[src/rtl/vedic_mul32_seq.sv]
// Sequential 32x32 unsigned multiplier: one vedic_16x16 core is time-shared over
// four partial products that are accumulated into a 64-bit result.

module vedic_8x8 (
  input  logic [7:0]  a,
  input  logic [7:0]  b,
  output logic [15:0] p
);
  logic [7:0] ll, lh, hl, hh;
  logic [8:0] mid;

  assign ll  = {4'b0, a[3:0]} * {4'b0, b[3:0]};
  assign lh  = {4'b0, a[3:0]} * {4'b0, b[7:4]};
  assign hl  = {4'b0, a[7:4]} * {4'b0, b[3:0]};
  assign hh  = {4'b0, a[7:4]} * {4'b0, b[7:4]};
  // Vertical/crosswise: the two cross products share one column weight.
  assign mid = {1'b0, lh} + {1'b0, hl};
  assign p   = {8'b0, ll} + {3'b0, mid, 4'b0} + {hh, 8'b0};
endmodule

module vedic_16x16 (
  input  logic [15:0] a,
  input  logic [15:0] b,
  output logic [31:0] p
);
  logic [15:0] ll, lh, hl, hh;
  logic [16:0] mid;

  vedic_8x8 u_ll (.a(a[7:0]),  .b(b[7:0]),  .p(ll));
  vedic_8x8 u_lh (.a(a[7:0]),  .b(b[15:8]), .p(lh));
  vedic_8x8 u_hl (.a(a[15:8]), .b(b[7:0]),  .p(hl));
  vedic_8x8 u_hh (.a(a[15:8]), .b(b[15:8]), .p(hh));

  assign mid = {1'b0, lh} + {1'b0, hl};
  assign p   = {16'b0, ll} + {7'b0, mid, 8'b0} + {hh, 16'b0};
endmodule

module vedic_mul32_seq #(
  parameter int REG_PP = 0
) (
  input  logic        clk,
  input  logic        rst_n,
  input  logic [31:0] a,
  input  logic [31:0] b,
  input  logic        in_valid,
  output logic        in_ready,
  output logic [63:0] y,
  output logic        out_valid,
  input  logic        out_ready,
  output logic        busy
);
  // Handshakes: a transfer happens on a rising edge where valid && ready are both
  // high; valid never depends on ready, and in_ready/out_valid decode the state only.
  typedef enum logic [1:0] {
    IDLE  = 2'd0,
    MUL   = 2'd1,
    DRAIN = 2'd2,
    DONE  = 2'd3
  } state_t;

  state_t      state;
  logic [31:0] ar, br;
  logic [1:0]  cnt;
  logic [63:0] acc;
  logic [15:0] op_a, op_b;
  logic [31:0] pp;
  logic [31:0] pp_q;
  logic        pp_v;
  logic [1:0]  pp_sh;

  // Step 0: lo*lo, 1: lo*hi, 2: hi*lo, 3: hi*hi (a-half first).
  assign op_a = cnt[1] ? ar[31:16] : ar[15:0];
  assign op_b = cnt[0] ? br[31:16] : br[15:0];

  vedic_16x16 u_core (.a(op_a), .b(op_b), .p(pp));

  function automatic logic [63:0] align(input logic [31:0] prod, input logic [1:0] step);
    case (step)
      2'd0:    align = {32'b0, prod};
      2'd3:    align = {prod, 32'b0};
      default: align = {16'b0, prod, 16'b0};
    endcase
  endfunction

  always_ff @(posedge clk or negedge rst_n) begin
    if (!rst_n) begin
      state <= IDLE;
      ar    <= '0;
      br    <= '0;
      cnt   <= '0;
      acc   <= '0;
      pp_q  <= '0;
      pp_v  <= 1'b0;
      pp_sh <= '0;
    end else begin
      case (state)
        IDLE: begin
          pp_v <= 1'b0;
          if (in_valid) begin
            ar    <= a;
            br    <= b;
            acc   <= '0;
            cnt   <= '0;
            state <= MUL;
          end
        end
        MUL: begin
          cnt <= cnt + 2'd1;
          if (REG_PP != 0) begin
            pp_q  <= pp;
            pp_v  <= 1'b1;
            pp_sh <= cnt;
            if (pp_v) acc <= acc + align(pp_q, pp_sh);
          end else begin
            acc <= acc + align(pp, cnt);
          end
          if (cnt == 2'd3) state <= (REG_PP != 0) ? DRAIN : DONE;
        end
        DRAIN: begin
          if (pp_v) acc <= acc + align(pp_q, pp_sh);
          pp_v  <= 1'b0;
          state <= DONE;
        end
        DONE: begin
          if (out_ready) state <= IDLE;
        end
        default: state <= IDLE;
      endcase
    end
  end

  assign in_ready  = (state == IDLE);
  assign out_valid = (state == DONE);
  assign busy      = (state == MUL) || (state == DRAIN);
  assign y         = acc;
endmodule

[config.mk]
export PLATFORM = sky130hd
export DESIGN_NAME = vedic_mul32_seq
export DESIGN_NICKNAME = d
export VERILOG_FILES = /design/src/rtl/vedic_mul32_seq.sv
export SDC_FILE = /design/constraint.sdc
export NUM_CORES = 1
export LEC_CHECK = 0
export ABC_AREA = 1
export BUFFER_PORTS_ARGS = -buffer_cell sky130_fd_sc_hd__clkbuf_2
export CAP_MARGIN = 5
export CORE_ASPECT_RATIO = 1.4
export CORE_MARGIN = 1
export CORE_UTILIZATION = 30
export DETAILED_ROUTE_END_ITERATION = 7
export SYNTH_ARGS = -nofsm -noshare
export SYNTH_HDL_FRONTEND = slang
export SYNTH_SLANG_ARGS = --single-unit
export TNS_END_PERCENT = 20
[constraint.sdc]
create_clock -name clk -period 14.82 [get_ports clk]
set_input_delay 2.223 -clock clk [delete_from_list [all_inputs] [get_ports clk]]
set_output_delay 2.223 -clock clk [all_outputs]
set_load 0.05 [all_outputs]
Yosys cells after proc, flatten, opt, wreduce, memory -nomap -nowiden. Cells that the tools add are included.

Register bits after elaboration: 132. Bits of input ports: 68. Output and inout port bits: 67.

$add $sub $neg: 17. Multipliers: 16. Equality and inequality tests: 7. Muxes and demuxes: 12. Bitwise logic cells: 1. Reduce and logical (&&, ||, !) cells: 9.

Operator list (number): 64-bit case mux with 2 select lines (2); 4-bit by 4-bit multiplier with 8-bit output (16); 64-bit two-way mux (2); 14-bit by 16-bit adder with 16-bit output (4); 64-bit adder (1); 8-bit by 13-bit adder with 14-bit output (4); 8-bit by 8-bit adder with 9-bit output (4); 32-bit adder (1); 16-bit two-way mux (2); 16-bit by 25-bit adder with 26-bit output (1); 16-bit by 16-bit adder with 17-bit output (1); 2-bit two-way mux (4); 2-bit case mux with 4 select lines (1); 2-bit equality test (second input constant) (3); 3-bit AND reduction (2); 2-bit zero test (2); 2-bit != test (second input constant) (2); 2-bit case mux with 2 select lines (1); 2-bit AND reduction (2); 3-bit nonzero test (1); 2-bit by 1-bit adder with 2-bit output (second input constant) (1); 2-bit by 1-bit equality test with 1-bit output (second input constant) (1); 2-bit by 1-bit != test with 1-bit output (second input constant) (1); 2-bit nonzero test (1); 2 further kinds (2).

Depth between registers and ports, before layout. Gate-level depths: netlist of the first run.

Depth in word-level cells: 12. Depth in mapped cells: 71. Mapped depth without buffers: 70.

Hierarchy. From an unflattened synthesis of the first run, not the netlist that was laid out.

Cells, all modules: 4221. Area total of the unflattened synthesis: 25522.0 um^2.

Modules (own cells, without submodules): vedic_mul32_seq (times used 1, cells each 2089, area an instance 12095.4 um^2, sequential area each 3303.2 um^2); vedic_8x8 at u_core.u_hl ... (times used 2, cells each 415, area an instance 2742.6 um^2, sequential area each 0.0 um^2); vedic_8x8 at u_core.u_hh (times used 1, cells each 415, area an instance 2782.7 um^2, sequential area each 0.0 um^2); vedic_8x8 at u_core.u_ll (times used 1, cells each 417, area an instance 2745.1 um^2, sequential area each 0.0 um^2); vedic_16x16 (times used 1, cells each 470, area an instance 2413.6 um^2, sequential area each 0.0 um^2).

Worst setup path after synthesis of the first run. No wires, ideal clock.

Kind: reg2reg. Start: register cnt[0]. End: register acc[61] (netlist: y[61]). Data arrival time: 10.345 ns. Slack: 4.352 ns. Cell stages (with the launch flop): 66. Buffers on the path: 1. Path through: dfrtp_1 -> inv_1 -> clkbuf_1 -> or2_2 -> o21ai_2 -> inv_1 -> nand2_1 -> fa_1 -> fa_1 -> inv_1 -> fa_1 -> inv_1 -> fa_1 -> inv_1 -> fa_1 -> a21oi_1 -> nor2_1 -> nor2_1 -> (+30 left out) -> nor2_1 -> nand2_1 -> xor2_1 -> o22ai_1 -> ha_1 -> nand2_1 -> nor2_1 -> inv_1 -> nor2_1 -> inv_1 -> nor3_1 -> nand3_1 -> nand3_1 -> nand2_1 -> nand3_1 -> a21oi_1 -> o21ai_0 -> nand2_1.

Longest elaborated chain between the ends: 12. Elaborated cells on any way between the ends: 38.

RTL lines: from (decl) (line 63) `logic [1:0] cnt;`; from (signal assigned) (line 108) `cnt <= cnt + 2'd1;`; 16-bit two-way mux (line 73) `assign op_b = cnt[0] ? br[31:16] : br[15:0];`; 4-bit by 4-bit multiplier with 8-bit output, on equally long branches (line 13, 14); 8-bit by 8-bit adder with 9-bit output (line 17) `assign mid = {1'b0, lh} + {1'b0, hl};`; 8-bit by 13-bit adder with 14-bit output (line 18) `assign p = {8'b0, ll} + {3'b0, mid, 4'b0} + {hh, 8'b0};`; 14-bit by 16-bit adder with 16-bit output (line 18); 16-bit by 16-bit adder with 17-bit output (line 34) `assign mid = {1'b0, lh} + {1'b0, hl};`; 16-bit by 25-bit adder with 26-bit output (line 35) `assign p = {16'b0, ll} + {7'b0, mid, 8'b0} + {hh, 16'b0};`; 32-bit adder (line 35); 64-bit case mux with 2 select lines * (line 78) `case (step)`; 64-bit two-way mux * (line 96) `case (state)`; 64-bit adder * (line 115) `acc <= acc + align(pp, cnt);`; 64-bit case mux with 2 select lines * (line 96); to (signal assigned) (line 113) `if (pp_v) acc <= acc + align(pp_q, pp_sh);`; to (signal assigned) (line 115); to (signal assigned) (line 120) `if (pp_v) acc <= acc + align(pp_q, pp_sh);`; to (decl) (line 64) `logic [63:0] acc;`.

Every way passes the cells marked *; elsewhere a longest branch is shown, timed or not. The select of a mux whose other input is x is not followed. A chain may end at the register's enable or synchronous reset.

Final worst setup path of the first run.
Start: register cnt[0]. End: register acc[37] (netlist: y[37]).

Same word-level chain as after synthesis.

==> out/metrics.csv, run 1 <==
metric;value;unit
outcome;completed;
period_share;0.898;
worst_pin_slew;1.06;ns
crit_path_max_incr_delay;0.83;ns
critPathMaxFanout;19;
whs;0.476;ns
cp-end-kind;flip-flop;
die_area;72500;um2
antenna_found_initial;0;
cts.path.max_buffers;2;
grt_pass1_wl;112;mm
hold_class;reg -> reg;
grt_max_degree;70;
synthCells;3081;
first_pass_iters;5;
cap_violations;0;
overflow;0;
fillers;7769;
ios;135;
regArea;3300;um2
core;70500;um2
routedWlPerCell;17.2;um
dpl.cell_count;4122;
synth-seq-cells;132;
vias;20500;
die_h;318;um
cts_resized;0;
crit_top_cell;nand2_1;
root_buffer;clkbuf_16;
port-buffer-count;134;
clkTransAtPathRegs;0.07;ns
start_kind;flip-flop;
viasPerCell;4.93;
clk_latency;0.46;ns
hold_violations;0;
ys_types;53;
row_count;115;
final_nets;3753;
dp_hpwl;59.8;mm
multi_input_area;16000;um2
hold_buffers;0;
wirelength;71.5;mm
cts.htree.levels;4;
postCtsSetupRepairBufs;0;
maxSlewViolCount;0;
syn-num-nets;3629;
antenna_cells;0;
finClkSkew;0.0170;ns
async_reset_ff_frac;1.00;
rsz0062_at_grt;false;
setup_viol_count_final;0;
critPathRequiredTime;15.16;ns
slowest_stage;dfrtp_1;
drt_iter0_markers;1108;
drc;0;
slew_headroom;0.289;
path_class;reg -> reg;
grt.total_usage;0.196;
synth_seq_area_share;0.154;
synth_ff_type;dfrtp_1;
cts_tree;yes;
synthesis.area;21400;um2
syn_avg_cell_area;6.95;um2
cts_buffers;17;
fin_tns_setup;0;ns
grt_pass1_vias;20800;
critPathArrivalTime;13.64;ns
fin_crit;13.31;ns
area_growth;11.4;%
fmax;75.2;MHz
routabilityCongestion;1.01;
cts.sinks;132;
detail-route-antenna-nets;0;
final_cells;4154;
ys_warn_count;34;
die_w;228;um
initial_core_util;0.304;
drive_above_1_share;0.0858;
synth-edff-count;0;
cells in the mapped netlist (4+ instances only):
cell	instances	area, um2
nand2_1	738	2770
inv_1	493	1850
nor2_1	373	1400
ha_1	360	4500
a21oi_1	191	956
o21ai_0	155	776
dfrtp_1	132	3300
fa_1	120	2400
nand3_1	88	440
xor2_1	74	648
clkbuf_1	52	195
or2_2	36	225
xnor2_1	35	307
o22ai_1	34	213
a31oi_1	20	125
a21o_1	18	135
nor3_1	17	85.1
o21ai_2	17	149
o21ai_1	15	75.1
o21bai_1	15	113
nand4_1	13	81.3
a21boi_0	6	45.0
o31ai_1	6	45.0
and3_1	5	31.3
nand2_2	5	31.3
nand3_2	5	50.1
o211ai_1	5	37.5
and2_1	4	25.0
buf_1	4	15.0
o21a_1	4	30.0
state kept, by name, summed over array words and instances (netlist names):
register  flops
cnt           2
state         2
y            64
ar           32
br           32
metrics by stage:
stage / util / setup slack [ns] / instance area, um2
final: 0.338 / 1.51 / 23900
after global routing: 0.338 / 0.223 / 23900
after CTS: 0.338 / 1.59 / 23900
after detailed placement: 0.330 / 1.60 / 23300
after global placement: 0.330 / 1.75 / 23300
after floorplan: - / 4.35 / 21400
layer usage:
metal	routed length [um]	GRT usage	vias to the layer above
met5	0	0	-
met2	37600	0.370	516
met1	26700	0.207	9627
met3	2580	0.0202	198
met4	4620	0.123	0
li1	-	-	10100
cells in the final DEF, fill, tap and decap left out, drive strengths merged, types with 11 or more instances in the layout:
cell type,count
o21ai,187
nand4,14
nor3,18
dfrtp,132
xor2,76
a21boi,11
nor2,378
nand3,93
ha,360
o21bai,16
nand2,743
o22ai,34
a21o,18
inv,503
clkbuf,151
buf,30
xnor2,35
a31oi,20
or2,37
a21oi,193
fa,120
critical path: cells and delay by family, from the launching register on:
family / cells / cell delay, ns
adder cells (fa/ha/maj): 11 / 4.55
flip-flops: 1 / 0.83
AND/OR/NAND/NOR: 24 / 3.01
buffers and inverters: 10 / 1.43
XOR/XNOR: 4 / 1.01
AO/OA/AOI/OAI: 12 / 2.32
layout make-up:
class,instances,share of cell area
sequential,132,0.138
timing repair buffer,163,0.0375
clock buffer,18,0.0184
clock inverter,14,0.00666
tap,936,0.0491
inverter,496,0.0780
multi-input combinational,2395,0.672
cells by family (layout without fill, tap and decap cells):
| family | count (synthesis) | count (layout) | share of synthesized area |
|---|---|---|---|
| AND/OR/NAND/NOR | 1296 | 1296 | 0.245 |
| buffers and inverters | 554 | 691 | 0.0972 |
| AO/OA/AOI/OAI | 508 | 508 | 0.135 |
| adder cells (fa/ha/maj) | 480 | 480 | 0.323 |
| flip-flops | 132 | 132 | 0.154 |
| XOR/XNOR | 111 | 111 | 0.0461 |
worst paths after layout:
kind                                          from                  to  slack (ns)  depth (start not counted)
max in group asynchronous                    rst_n   y[30]$_DFFE_PN0P_       11.60                          2
min in group asynchronous                    rst_n  br[29]$_DFFE_PN0P_        1.75                          1
worst max-delay path            cnt[0]$_DFFE_PN0P_   y[37]$_DFFE_PN0P_        1.51                         61
worst min register to register  br[25]$_DFFE_PN0P_  br[25]$_DFFE_PN0P_        0.48                          2
worst min-delay path            br[25]$_DFFE_PN0P_  br[25]$_DFFE_PN0P_        0.48                          2
worst max register to register  cnt[0]$_DFFE_PN0P_   y[37]$_DFFE_PN0P_        1.51                         61
Power of run 1 is left out: the tool's default activity adds up to more than one toggle a clock period on the data nets, which glitch-free logic cannot reach.
==> inputs of run 2 (changes only) <==
--- a/config.mk
+++ b/config.mk
@@ -8,7 +8,7 @@
 export ABC_AREA = 1
 export BUFFER_PORTS_ARGS = -buffer_cell sky130_fd_sc_hd__clkbuf_2
 export CAP_MARGIN = 5
-export CORE_ASPECT_RATIO = 1.4
+export CORE_ASPECT_RATIO = 0.75
 export CORE_MARGIN = 1
 export CORE_UTILIZATION = 30
 export DETAILED_ROUTE_END_ITERATION = 7
==> run 2 against run 1 <==
Cell count rose by 0.34%. Highest routed layer unchanged. Count of clock-buffer cells in the layout stayed put. Sequential share of layout area about the same. Worst hold slack worse by 0.0038 ns. Critical path type unchanged. Critical path depth grew 1. Core utilization grew 0.098 points. Final area about the same.
==> out/metrics.csv, run 2 (synthesized netlist as in run 1, its figures left out) <==
metric;value;unit;change
dp_hpwl;60.5;mm;+1.3%
mostFrequentLayoutCells;737 x nand2_1, 493 x inv_1, 373 x nor2_1, 360 x ha_1, 191 x a21oi_1;;
r2r_end;y[57]$_DFFE_PN0P_;;
initial_core_util;0.305;;+0.000832
crit_top_cell;nand2_1;;
critPathArrivalTime;13.64;ns;about the same
grt_max_degree;95;;+36%
setup_viol_count_final;0;;unchanged
grt_pass1_vias;19100;;-8.5%
drc;0;;unchanged
fmax;75.7;MHz;+0.71%
period_share;0.892;;-0.00629
whs;0.472;ns;-0.00380 ns
hold_path_end;br[15]$_DFFE_PN0P_;;
cts.htree.levels;4;;unchanged
die_area;72500;um2;about the same
cts_resized;0;;unchanged
wirelength;72.1;mm;+0.90%
routabilityCongestion;0.974;;-3.2%
maxSlewViolCount;0;;unchanged
clk_latency;0.49;ns;+0.03 ns
die_w;311;um;+36%
final_cell_area;23900;um2;about the same
clkTransAtPathRegs;0.06;ns;about the same
cts.path.max_buffers;2;;unchanged
rsz0062_at_grt;false;;
hold_violations;0;;unchanged
start_kind;flip-flop;;
core;70300;um2;-0.27%
viasPerCell;4.87;;-1.1%
worst_pin_slew;1.04;ns;-0.0236 ns
timing.rr.start;cnt[0]$_DFFE_PN0P_;;
slowest_stage;dfrtp_1;;
largest_reg_flops;64;;unchanged
crit_path_max_incr_delay;0.82;ns;about the same
fin_tns_setup;0;ns;unchanged
critPathMaxFanout;19;;unchanged
post-place-ws;1.87;ns;+0.266 ns
placed_cell_area;23300;um2;+0.17%
postCtsSetupRepairBufs;0;;unchanged
cap_violations;0;;unchanged
cts_buffers;17;;unchanged
path_class;reg -> reg;;
area_growth;11.4;%;about the same
final_common_cell;nand2_1;;
cts.sinks;132;;unchanged
overflow;0;;unchanged
grt.total_usage;0.200;;+0.00348
first_pass_iters;6;;+1
hold_buffers;0;;unchanged
cp-end-kind;flip-flop;;
antenna_found_initial;1;;+1
port-buffer-count;134;;unchanged
drive_above_1_share;0.0866;;+0.000852
slew_headroom;0.305;;+0.0158
hold_depth;2;;unchanged
outcome;completed;;
cts_tree;yes;;
vias;20300;;-0.77%
reg2regPathDepth;62;;+1.6%
routedWlPerCell;17.3;um;+0.56%
row_count;84;;-27%
min-delay-start;br[15]$_DFFE_PN0P_;;
detail-route-antenna-nets;0;;unchanged
r2r_setup_slack;1.61;ns;+0.09 ns
final_nets;3756;;+0.080%
critPathRequiredTime;15.24;ns;+0.08 ns
hold_class;reg -> reg;;
ios;135;;unchanged
setup_slack;1.61;ns;+0.0932 ns
root_buffer;clkbuf_16;;
finClkSkew;0.0144;ns;-0.00261 ns
grt_pass1_wl;111;mm;-0.62%
drt_iter0_markers;1718;;+55%
fin_crit;13.21;ns;-0.0932 ns
die_h;233;um;-27%
[run 2: how the worst max path moves through the flow]
stage | from | to | depth (start not counted)
after CTS | cnt[0]$_DFFE_PN0P_ | y[60]$_DFFE_PN0P_ | 61
after detailed placement | cnt[0]$_DFFE_PN0P_ | y[60]$_DFFE_PN0P_ | 61
final | cnt[0]$_DFFE_PN0P_ | y[57]$_DFFE_PN0P_ | 62
after global placement | cnt[0]$_DFFE_PN0P_ | y[57]$_DFFE_PN0P_ | 62
after floorplan | cnt[0]$_DFFE_PN0P_ | y[61]$_DFFE_PN0P_ | 65
after global routing | cnt[0]$_DFFE_PN0P_ | y[61]$_DFFE_PN0P_ | 63
[run 2: critical path: cells and delay by family, from the launching register on]
family          cells  cell delay [ns]
compound gates     12             2.08
simple gates       27             3.47
buf+inv             8             1.16
fa+ha+maj          11             4.53
flops               1             0.82
xor+xnor            4             1.08
[run 2: stage by stage]
step,cells,util
after detailed placement,4135,0.331
after global routing,4167,0.339
after global placement,4135,0.331
final,4168,0.339
after floorplan,3081,-
after CTS,4167,0.339
[run 2: layout make-up]
cell class	count	area, um2
fill	7590	46400
tap	946	1180
sequential	132	3300
clock buffer	18	429
multi-input combinational	2395	16000
clock inverter	14	131
timing repair buffer	166	917
inverter	496	1860
antenna	1	2.50
[run 2: per-layer routing]
| layer | part of all wire | vias to the layer above | global-route usage |
|---|---|---|---|
| li1 | - | 10200 | - |
| met1 | 0.51 | 9488 | 0.300 |
| met2 | 0.40 | 620 | 0.288 |
| met3 | 0.078 | 56 | 0.0399 |
| met4 | 0.014 | 0 | 0.0463 |
| met5 | 0 | - | 0 |
Power of run 2 is left out for the same reason.
